===== config.mk =====
export PLATFORM = sky130hd
export DESIGN_NAME = rom_arbiter
export DESIGN_NICKNAME = d
export VERILOG_FILES = /design/src/rtl/rom_arbiter.sv
export SDC_FILE = /design/constraint.sdc
export NUM_CORES = 1
export LEC_CHECK = 0
export CAP_MARGIN = 20
export CORE_UTILIZATION = 67
export CTS_CLUSTER_DIAMETER = 30
export CTS_CLUSTER_SIZE = 24
export DETAILED_ROUTE_END_ITERATION = 6
export DONT_BUFFER_PORTS = 1
export GPL_TIMING_DRIVEN = 0
export HOLD_SLACK_MARGIN = 0.02
export PLACE_DENSITY = 0.83
export SLEW_MARGIN = 15
export SYNTH_ARGS = -nofsm -noshare
export SYNTH_HDL_FRONTEND = slang
export SYNTH_SLANG_ARGS = --single-unit

===== constraint.sdc =====
create_clock -name clk -period 3.6 [get_ports clk]
set_input_delay 0.72 -clock clk [delete_from_list [all_inputs] [get_ports clk]]
set_output_delay 0.72 -clock clk [all_outputs]
set_load 0.01 [all_outputs]

===== src/rtl/rom_arbiter.sv =====
// Two-port round-robin arbiter in front of the flash ROM read controller.
// One load pulse per transaction, ready-or-watchdog completion, one-cycle ack.
module rom_arbiter #(
  parameter int WIDTH    = 16,
  parameter int ROM_ADDR = 23,
  parameter int TIMEOUT  = 64
) (
  input  logic                clk,
  input  logic                rst_n,
  input  logic                req0,
  input  logic [ROM_ADDR-1:0] addr0,
  output logic                ack0,
  input  logic                req1,
  input  logic [ROM_ADDR-1:0] addr1,
  output logic                ack1,
  output logic [WIDTH-1:0]    rdata,
  output logic                err,
  output logic                busy,
  output logic [ROM_ADDR-1:0] rom_addr,
  output logic                rom_load,
  input  logic [WIDTH-1:0]    rom_data,
  input  logic                rom_ready
);

  localparam int WDW = $clog2(TIMEOUT);
  localparam logic [WDW-1:0] WD_LAST = WDW'(TIMEOUT - 1);

  typedef enum logic [1:0] {IDLE, ISSUE, WAIT, DONE} state_t;

  state_t              state_q, state_d;
  logic                gnt_q, gnt_d;
  logic                last_q, last_d;
  logic [ROM_ADDR-1:0] addr_q, addr_d;
  logic [WIDTH-1:0]    rdata_q, rdata_d;
  logic                err_q, err_d;
  logic                ack0_q, ack0_d;
  logic                ack1_q, ack1_d;
  logic [WDW-1:0]      wdog_q, wdog_d;

  logic                eff0, eff1, pick;

  always_ff @(posedge clk or negedge rst_n) begin
    if (!rst_n) begin
      state_q <= IDLE;
      gnt_q   <= 1'b0;
      last_q  <= 1'b1;
      addr_q  <= '0;
      rdata_q <= '0;
      err_q   <= 1'b0;
      ack0_q  <= 1'b0;
      ack1_q  <= 1'b0;
      wdog_q  <= '0;
    end else begin
      state_q <= state_d;
      gnt_q   <= gnt_d;
      last_q  <= last_d;
      addr_q  <= addr_d;
      rdata_q <= rdata_d;
      err_q   <= err_d;
      ack0_q  <= ack0_d;
      ack1_q  <= ack1_d;
      wdog_q  <= wdog_d;
    end
  end

  always_comb begin
    state_d = state_q;
    gnt_d   = gnt_q;
    last_d  = last_q;
    addr_d  = addr_q;
    rdata_d = rdata_q;
    err_d   = err_q;
    ack0_d  = 1'b0;
    ack1_d  = 1'b0;
    wdog_d  = wdog_q;
    // The ack cycle is spent in IDLE while the acked port still holds req;
    // that req belongs to the finished transaction, so it is masked here.
    eff0    = req0 & ~ack0_q;
    eff1    = req1 & ~ack1_q;
    pick    = 1'b0;

    case (state_q)
      IDLE: begin
        if (eff0 && eff1) pick = ~last_q;
        else              pick = eff1;
        if (eff0 || eff1) begin
          addr_d  = pick ? addr1 : addr0;
          gnt_d   = pick;
          last_d  = pick;
          state_d = ISSUE;
        end
      end
      ISSUE: begin
        wdog_d  = '0;
        state_d = WAIT;
      end
      WAIT: begin
        if (rom_ready) begin
          rdata_d = rom_data;
          err_d   = 1'b0;
          state_d = DONE;
        end else if (wdog_q == WD_LAST) begin
          rdata_d = '0;
          err_d   = 1'b1;
          state_d = DONE;
        end else begin
          wdog_d = wdog_q + WDW'(1);
        end
      end
      DONE: begin
        ack0_d  = ~gnt_q;
        ack1_d  = gnt_q;
        state_d = IDLE;
      end
      default: state_d = IDLE;
    endcase
  end

  assign ack0     = ack0_q;
  assign ack1     = ack1_q;
  assign rdata    = rdata_q;
  assign err      = err_q;
  assign rom_addr = addr_q;
  assign rom_load = (state_q == ISSUE);
  assign busy     = (state_q == ISSUE) || (state_q == WAIT);

endmodule

==> summary.md, run 1 <==
| Metric | Value |
|---|---|
| Post-CTS setup buffers | `0` |
| Non-filler cells, final | `297` |
| Post-synth EDFFs | `0` |
| Layout Utilization | `0.761` |
| Largest net degree at the start of global routing | `53` |
| First-pass GRT wire length | `7.62 mm` |
| Fmax | `498 MHz` |
| Clk slew on worst S/H paths | `0.13 ns` |
| WP data required | `2.88 ns` |
| Detailed-route via count | `1746` |
| DP Cell Count | `290` |
| Crit path time final | `2.01 ns` |
| Largest family of logic cells by synthesized area | `simple AND/OR/NAND/NOR gates` |
| Yosys warns | `0` |
| Area occupied by multi-input gates | `a little over 0.001 mm^2` |
| R2r startpoint | `state_q[0]$_DFFE_PN0P_` |
| XOR/XNOR Fraction of Synth Area | `0` |
| Vias/cell | `slightly below 6` |
| I/O pin cnt | `111` |
| GPL Wtd Cong | `0.854` |
| FF/Latch Area | `approximately 0.0013 mm^2` |
| Post-synth top flop | `dfrtp_1` |
| Setup slack at placement | `between 1.5 and 2 ns` |
| DRC errors left | `0` |
| Register-to-Register Setup Slack | `1.87 ns` |
| DIE AREA | `0.00391 mm^2` |
| Synth async-reset ratio | `1.00` |
| VDD IR-drop max | `about 540 uV` |
| Worst R2R Path Depth | `5` |
| Slew Viols, Final | `0` |
| Worst Skew | `roughly 0.0064 ns` |
| # fillers | `247` |
| Final setup TNS | `0 ns` |
| Critical-path cell list | `inv_1, ha_1` |
| Final Hold Vio Count | `0` |
| Area growth, synth to finish | `5.91%` |
| CTS tree | `yes` |
| Drt first pass iters | `4` |
| CP startpoint kind | `flop` |
| Synthesized area per cell | `a little over 10 um^2` |
| H-tree Lvls | `2` |
| Final setup violation count | `0` |
| Status | `finished clean` |
| Maximum fanout along the worst path | `5` |
| Critical Path AT | `1.29 ns` |
| Die X | `62.5 um` |
| Most common cell after layout, fill and taps aside | `nand2_1` |
| Synth Instances | `between 200 and 250` |
| Synth top area share | `0.520` |
| Fraction of layout cells with a size suffix above 1 | `0.0996` |
| Worst relative slew slack | `0.715` |
| Clk buf depth | `2` |
| Initial Util | `0.719` |
| Critical path endpoint category | `output pin` |
| Mux contribution to synthesized area | `0.0984` |
| Worst hold-check path type | `in2async` |
| Adder-cell share of the synthesized area | `0.0306` |
| Max cap viols | `0` |
| Post-synthesis compound-gate area fraction | `0.113` |
| Synth area leader | `dfrtp_1` |
| Root Driver | `clkbuf_4` |
| CTS Sinks | `52` |
| Synth Cell Area | `0.00245 mm^2` |
| Total grt overflow | `0` |
| P_leak | `roughly 0.0013 uW` |
| Setup CP Type | `reg2out` |
| Final #Nets | `approximately 330` |
| IO Port Bufs | `0` |
| FF-to-FF End | `state_q[1]$_DFFE_PN0P_` |
| PnR worst setup slack | `1.59 ns` |
| GR Util All Layers | `0.248` |
| Crit share post-route | `0.557` |
| Clock latency on the worst-skew pair | `0.34 ns` |
| Number of nets with antenna violations after routing | `0` |
| FF+latch count, synth | `52` |
| Simple-Gate Fraction of Synth Area | `0.176` |
| Commonest non-fill, non-tap cells in the layout | `nand2_1, dfrtp_1, o21ai_1, mux2i_1, nand3_1` |
| Total CTS buffers | `5` |
| HPWL after detailed placement | `3.53 mm` |
| Syn Nets | `317` |
| Starting DRT DRC Count | `107` |
| Slew @ Worst Pin | `0.427 ns` |
| Core Area | `0.00342 mm^2` |
| Initial antenna violation count | `0` |
| Pwr/cell area | `between 800 and 900 mW/mm^2` |
| Total wire length | `4.72 mm` |
| Top post-synthesis cells by area | `dfrtp_1, nand2_1, mux2i_1` |
| Vias in the first global route | `1741` |
| Post-synth cell types | `34` |
| Antenna cells | `0` |
| Unrepaired setup endpoints after global routing | `false` |
| Die Y | `62.5 um` |
| Routed len/inst | `roughly 16 um` |
| Sequential area share after synthesis | `0.531` |
| Max incr delay on CP | `0.43 ns` |
| Slowest CP cell | `ha_1` |
| Row count | `21` |
==> report_power, final <==
part	internal, uW	switching [uW]
registers	835	279
logic	302	437
clock network	139	162
==> critical path: cells and delay by family (launching register included) <==
kind                       cells  cell delay [ns]
buffers and inverters          1             0.10
adders and majority gates      1             0.43
DFF                            1             0.42
==> cell usage after synthesis (2+ instances only) <==
cell	instances
nand2_1	62
dfrtp_1	51
o21ai_1	27
mux2i_1	23
nand3_1	17
inv_1	9
a21oi_1	7
buf_2	6
ha_1	6
clkbuf_1	4
and2_1	3
buf_6	3
nand4_1	2
nor2b_1	2
o221ai_1	2
o41ai_1	2
==> routing by layer <==
layer,GRT usage,part of all wire
met4,0.0698,0.0085
met3,0.0511,0.074
met1,0.298,0.41
met2,0.450,0.50
met5,0,0
==> state kept, by name, summed over array words and instances, names as in the netlist <==
register and cells:
rom_addr 23, last_q 1, err 1, wdog_q 6
ack1 1, gnt_q 1, state_q 2, ack0 1
rdata 16
==> stage by stage <==
stage / hold WS, ns / cell area [um^2] / power (uW)
floorplan: 0.417 / 2450 / 1680
global placement: 0.425 / 2510 / 1820
detailed placement: 0.426 / 2510 / 1870
CTS: 0.0289 / 2580 / 2160
global route: 0.0237 / 2600 / 2310
finish: 0.0476 / 2600 / 2150
==> how the worst max path moves through the flow <==
stage                                to                   start  cells after the start  slack (ns)
4_1_cts                            busy  state_q[1]$_DFFE_PN0P_                      2        1.57
5_1_grt                            busy  state_q[0]$_DFFE_PN0P_                      2        1.52
3_3_place_gp    rom_addr[5]$_DFFE_PN0P_                    req0                      6        1.82
2_1_floorplan  rom_addr[10]$_DFFE_PN0P_                    req1                      6        1.93
3_5_place_dp   rom_addr[19]$_DFFE_PN0P_                    req0                      6        1.80
6_report                           busy  state_q[1]$_DFFE_PN0P_                      2        1.59
==> cell type report <==
cell class / count / share of cell area
buffer: 15 / 0.0351
clock buffer: 5 / 0.0144
clock inverter: 1 / 0.0115
inverter: 9 / 0.0130
multi-input combinational: 168 / 0.395
sequential: 52 / 0.501
tap: 46 / 0.0221
timing repair buffer: 1 / 0.00770
==> repair_timing <==
action,in CTS,in global routing
endpoints found under the setup margin,0,0
hold buffers,0,1
gates resized for setup,0,0
endpoints found under the hold margin,0,23
==> kinds of logic (layout without fill, tap and decap cells) <==
kind of cell             count (synthesis)  count (layout)
AO/OA/AOI/OAI                           45              45
adder cells (fa/ha/maj)                  6               6
buffers and inverters                   24              31
flip-flops                              52              52
multiplexers                            24              24
AND/OR/NAND/NOR                         93              93
No activity file was read; power rests on OpenSTA's default activity.
==> run 2, diff against run 1 <==
- CORE_UTILIZATION: 67 -> 62
- PLACE_DENSITY: 0.83 -> 0.78
- clock period: 3.6 -> 1.9 ns (I/O delays scaled with it)
==> run 2 against run 1 <==
  * First-iteration DRC count down 23%
  * Critical path depth rose by 3
  * Final area up 1.6%
  * Final cell count is 1.7% higher
  * Clock power increased by 110%
  * Critical path type is now reg2reg
  * Wire length grew 2.8%
==> summary.md, run 2 (synthesis gave the netlist of run 1 again) <==
| Metric | Value |
|---|---|
| Status | `finished clean (unchanged)` |
| Maximum fanout along the worst path | `10 (was 5)` |
| First-pass GRT wire length | `7.35 mm (was 7.62 mm)` |
| Initial Util | `0.661 (was 0.719)` |
| Total wire length | `4.85 mm (was 4.72 mm)` |
| Vias in the first global route | `1666 (was 1741)` |
| HP Start | `rom_data[0]` |
| Total grt overflow | `0 (unchanged)` |
| Pwr/cell area | `1580 mW/mm^2 (was 829 mW/mm^2)` |
| Post-CTS setup buffers | `0 (unchanged)` |
| I/O pin cnt | `111 (unchanged)` |
| Worst Skew | `0.00858 ns (was 0.00637 ns)` |
| Most common cell after layout, fill and taps aside | `nand2_1 (unchanged)` |
| DIE AREA | `0.00422 mm^2 (was 0.00391 mm^2)` |
| Clk buf depth | `2 (unchanged)` |
| GPL Wtd Cong | `0.816 (was 0.854)` |
| Final setup violation count | `0 (unchanged)` |
| Final #Nets | `326 (was 325)` |
| Detailed-route via count | `1771 (was 1746)` |
| Unrepaired setup endpoints after global routing | `false (unchanged)` |
| Crit share post-route | `0.917` |
| Worst hold-check path type | `in2reg (was in2async)` |
| Starting DRT DRC Count | `82 (was 107)` |
| Critical-path cell list | `inv_1, ha_1, clkbuf_1, a21oi_2, mux2_1 (was inv_1, ha_1)` |
| Hold_buf cts | `2 (was 0)` |
| Core Area | `0.00372 mm^2 (was 0.00342 mm^2)` |
| Worst relative slew slack | `0.678 (was 0.715)` |
| Slowest CP cell | `dfrtp_1 (was ha_1)` |
| Largest register FFs | `23 (unchanged)` |
| Routed len/inst | `16.1 um (was 15.9 um)` |
| Row count | `22 (was 21)` |
| Max cap viols | `0 (unchanged)` |
| IO Port Bufs | `0 (unchanged)` |
| Area growth, synth to finish | `7.59% (was 5.91%)` |
| Root Driver | `clkbuf_8 (was clkbuf_4)` |
| WP data required | `2.09 ns (was 2.88 ns)` |
| Clock latency on the worst-skew pair | `0.30 ns (was 0.34 ns)` |
| Crit path time final | `1.74 ns` |
| Hold Path Depth | `2` |
| DRC errors left | `0 (unchanged)` |
| Max incr delay on CP | `0.42 ns (was 0.43 ns)` |
| Critical Path AT | `1.93 ns (was 1.29 ns)` |
| Placed inst area | `0.00251 mm^2 (about the same)` |
| FF-to-FF End | `state_q[1]$_DFFE_PN0P_ (unchanged)` |
| Setup CP Type | `reg2reg (was reg2out)` |
| Vias/cell | `5.86 (was 5.88)` |
| Hold endpoint | `rdata[0]$_DFFE_PN0P_` |
| R2r startpoint | `state_q[0]$_DFFE_PN0P_ (unchanged)` |
| GR Util All Layers | `0.231 (was 0.248)` |
| Post-CTS sizing | `0 (unchanged)` |
| Drt first pass iters | `4 (unchanged)` |
| Die Y | `64.9 um (was 62.5 um)` |
| P_leak | `0.00132 uW (was 0.00131 uW)` |
| Commonest non-fill, non-tap cells in the layout | `nand2_1, dfrtp_1, o21ai_1, mux2i_1, nand3_1 (unchanged)` |
| Largest net degree at the start of global routing | `53 (unchanged)` |
| CTS tree | `yes (unchanged)` |
| Total CTS buffers | `5 (unchanged)` |
| Critical path endpoint category | `flop (was output pin)` |
| CP startpoint kind | `flop (unchanged)` |
| Slew Viols, Final | `0 (unchanged)` |
| Clk slew on worst S/H paths | `0.09 ns (was 0.13 ns)` |
| Final setup TNS | `0 ns (unchanged)` |
| Number of nets with antenna violations after routing | `0 (unchanged)` |
| Total design power | `4160 uW (was 2150 uW)` |
| Initial antenna violation count | `0 (unchanged)` |
| Antenna cells | `0 (unchanged)` |
| H-tree Lvls | `2 (unchanged)` |
| Post-route cell area | `0.00264 mm^2 (was 0.00260 mm^2)` |
| Register-to-Register Setup Slack | `0.16 ns (was 1.87 ns)` |
| CTS Sinks | `52 (unchanged)` |
| Final Hold Vio Count | `0 (unchanged)` |
| HPWL after detailed placement | `3.50 mm (was 3.53 mm)` |
| VDD IR-drop max | `895 uV (was 537 uV)` |
| Layout Utilization | `0.711 (was 0.761)` |
| Die X | `64.9 um (was 62.5 um)` |
| Slew @ Worst Pin | `0.482 ns (was 0.427 ns)` |
| Worst R2R Path Depth | `5 (unchanged)` |
| Fraction of layout cells with a size suffix above 1 | `0.102 (was 0.0996)` |
| Fmax | `574 MHz` |
-- run 2: power by group --
group,leakage [uW],switching (uW),total (uW),internal [uW]
Combinational,0.000621,852,1430,574
Sequential,0.000656,530,2110,1580
Clock,0.0000414,359,621,263
-- run 2: worst max-delay path: cells and delay by family (launching register included) --
kind / cells / cell delay, ns
adders and majority gates: 1 / 0.26
AOI/OAI and AO/OA: 1 / 0.12
DFF: 1 / 0.42
buffers and inverters: 2 / 0.50
muxes: 1 / 0.33
-- run 2: per-layer routing --
metal  global-route usage  up-vias  part of all wire
met5                    0        -                 0
met4               0.0750        0            0.0099
met3               0.0651        6             0.090
met2                0.401       87              0.50
met1                0.273      832              0.40
li1                     -      846                 -
-- run 2: layout make-up --
| class | count | area (um^2) |
|---|---|---|
| sequential | 52 | 1300 |
| timing repair buffer | 2 | 37.5 |
| clock buffer | 6 | 72.6 |
| tap | 48 | 60.1 |
| fill | 298 | 1070 |
| inverter | 9 | 33.8 |
| buffer | 15 | 91.3 |
| clock inverter | 2 | 16.3 |
| multi-input combinational | 168 | 1030 |
-- run 2: worst max path at each step --
stage	to	cells past startpoint	start	slack [ns]
floorplan	state_q[1]$_DFFE_PN0P_	5	state_q[0]$_DFFE_PN0P_	0.37
global placement	state_q[1]$_DFFE_PN0P_	5	state_q[0]$_DFFE_PN0P_	0.19
detailed placement	state_q[1]$_DFFE_PN0P_	5	state_q[0]$_DFFE_PN0P_	0.18
CTS	state_q[1]$_DFFE_PN0P_	5	state_q[0]$_DFFE_PN0P_	0.16
global route	state_q[1]$_DFFE_PN0P_	5	state_q[0]$_DFFE_PN0P_	0.008
finish	state_q[1]$_DFFE_PN0P_	5	state_q[0]$_DFFE_PN0P_	0.16
-- run 2: per-stage QoR --
| step | std cells | worst slack, ns | hold WS [ns] |
|---|---|---|---|
| detailed placement | 292 | 0.178 | 0.0857 |
| floorplan | 244 | 0.371 | 0.0844 |
| CTS | 302 | 0.157 | 0.170 |
| global placement | 292 | 0.193 | 0.0854 |
| global route | 302 | 0.00801 | 0.166 |
| finish | 302 | 0.158 | 0.177 |
==> run 3, diff against run 2 <==
- GPL_ROUTABILITY_DRIVEN: not set -> 0
==> results of run 3 <==
No change in the layout: final DEF, timing and power equal those of run 2.
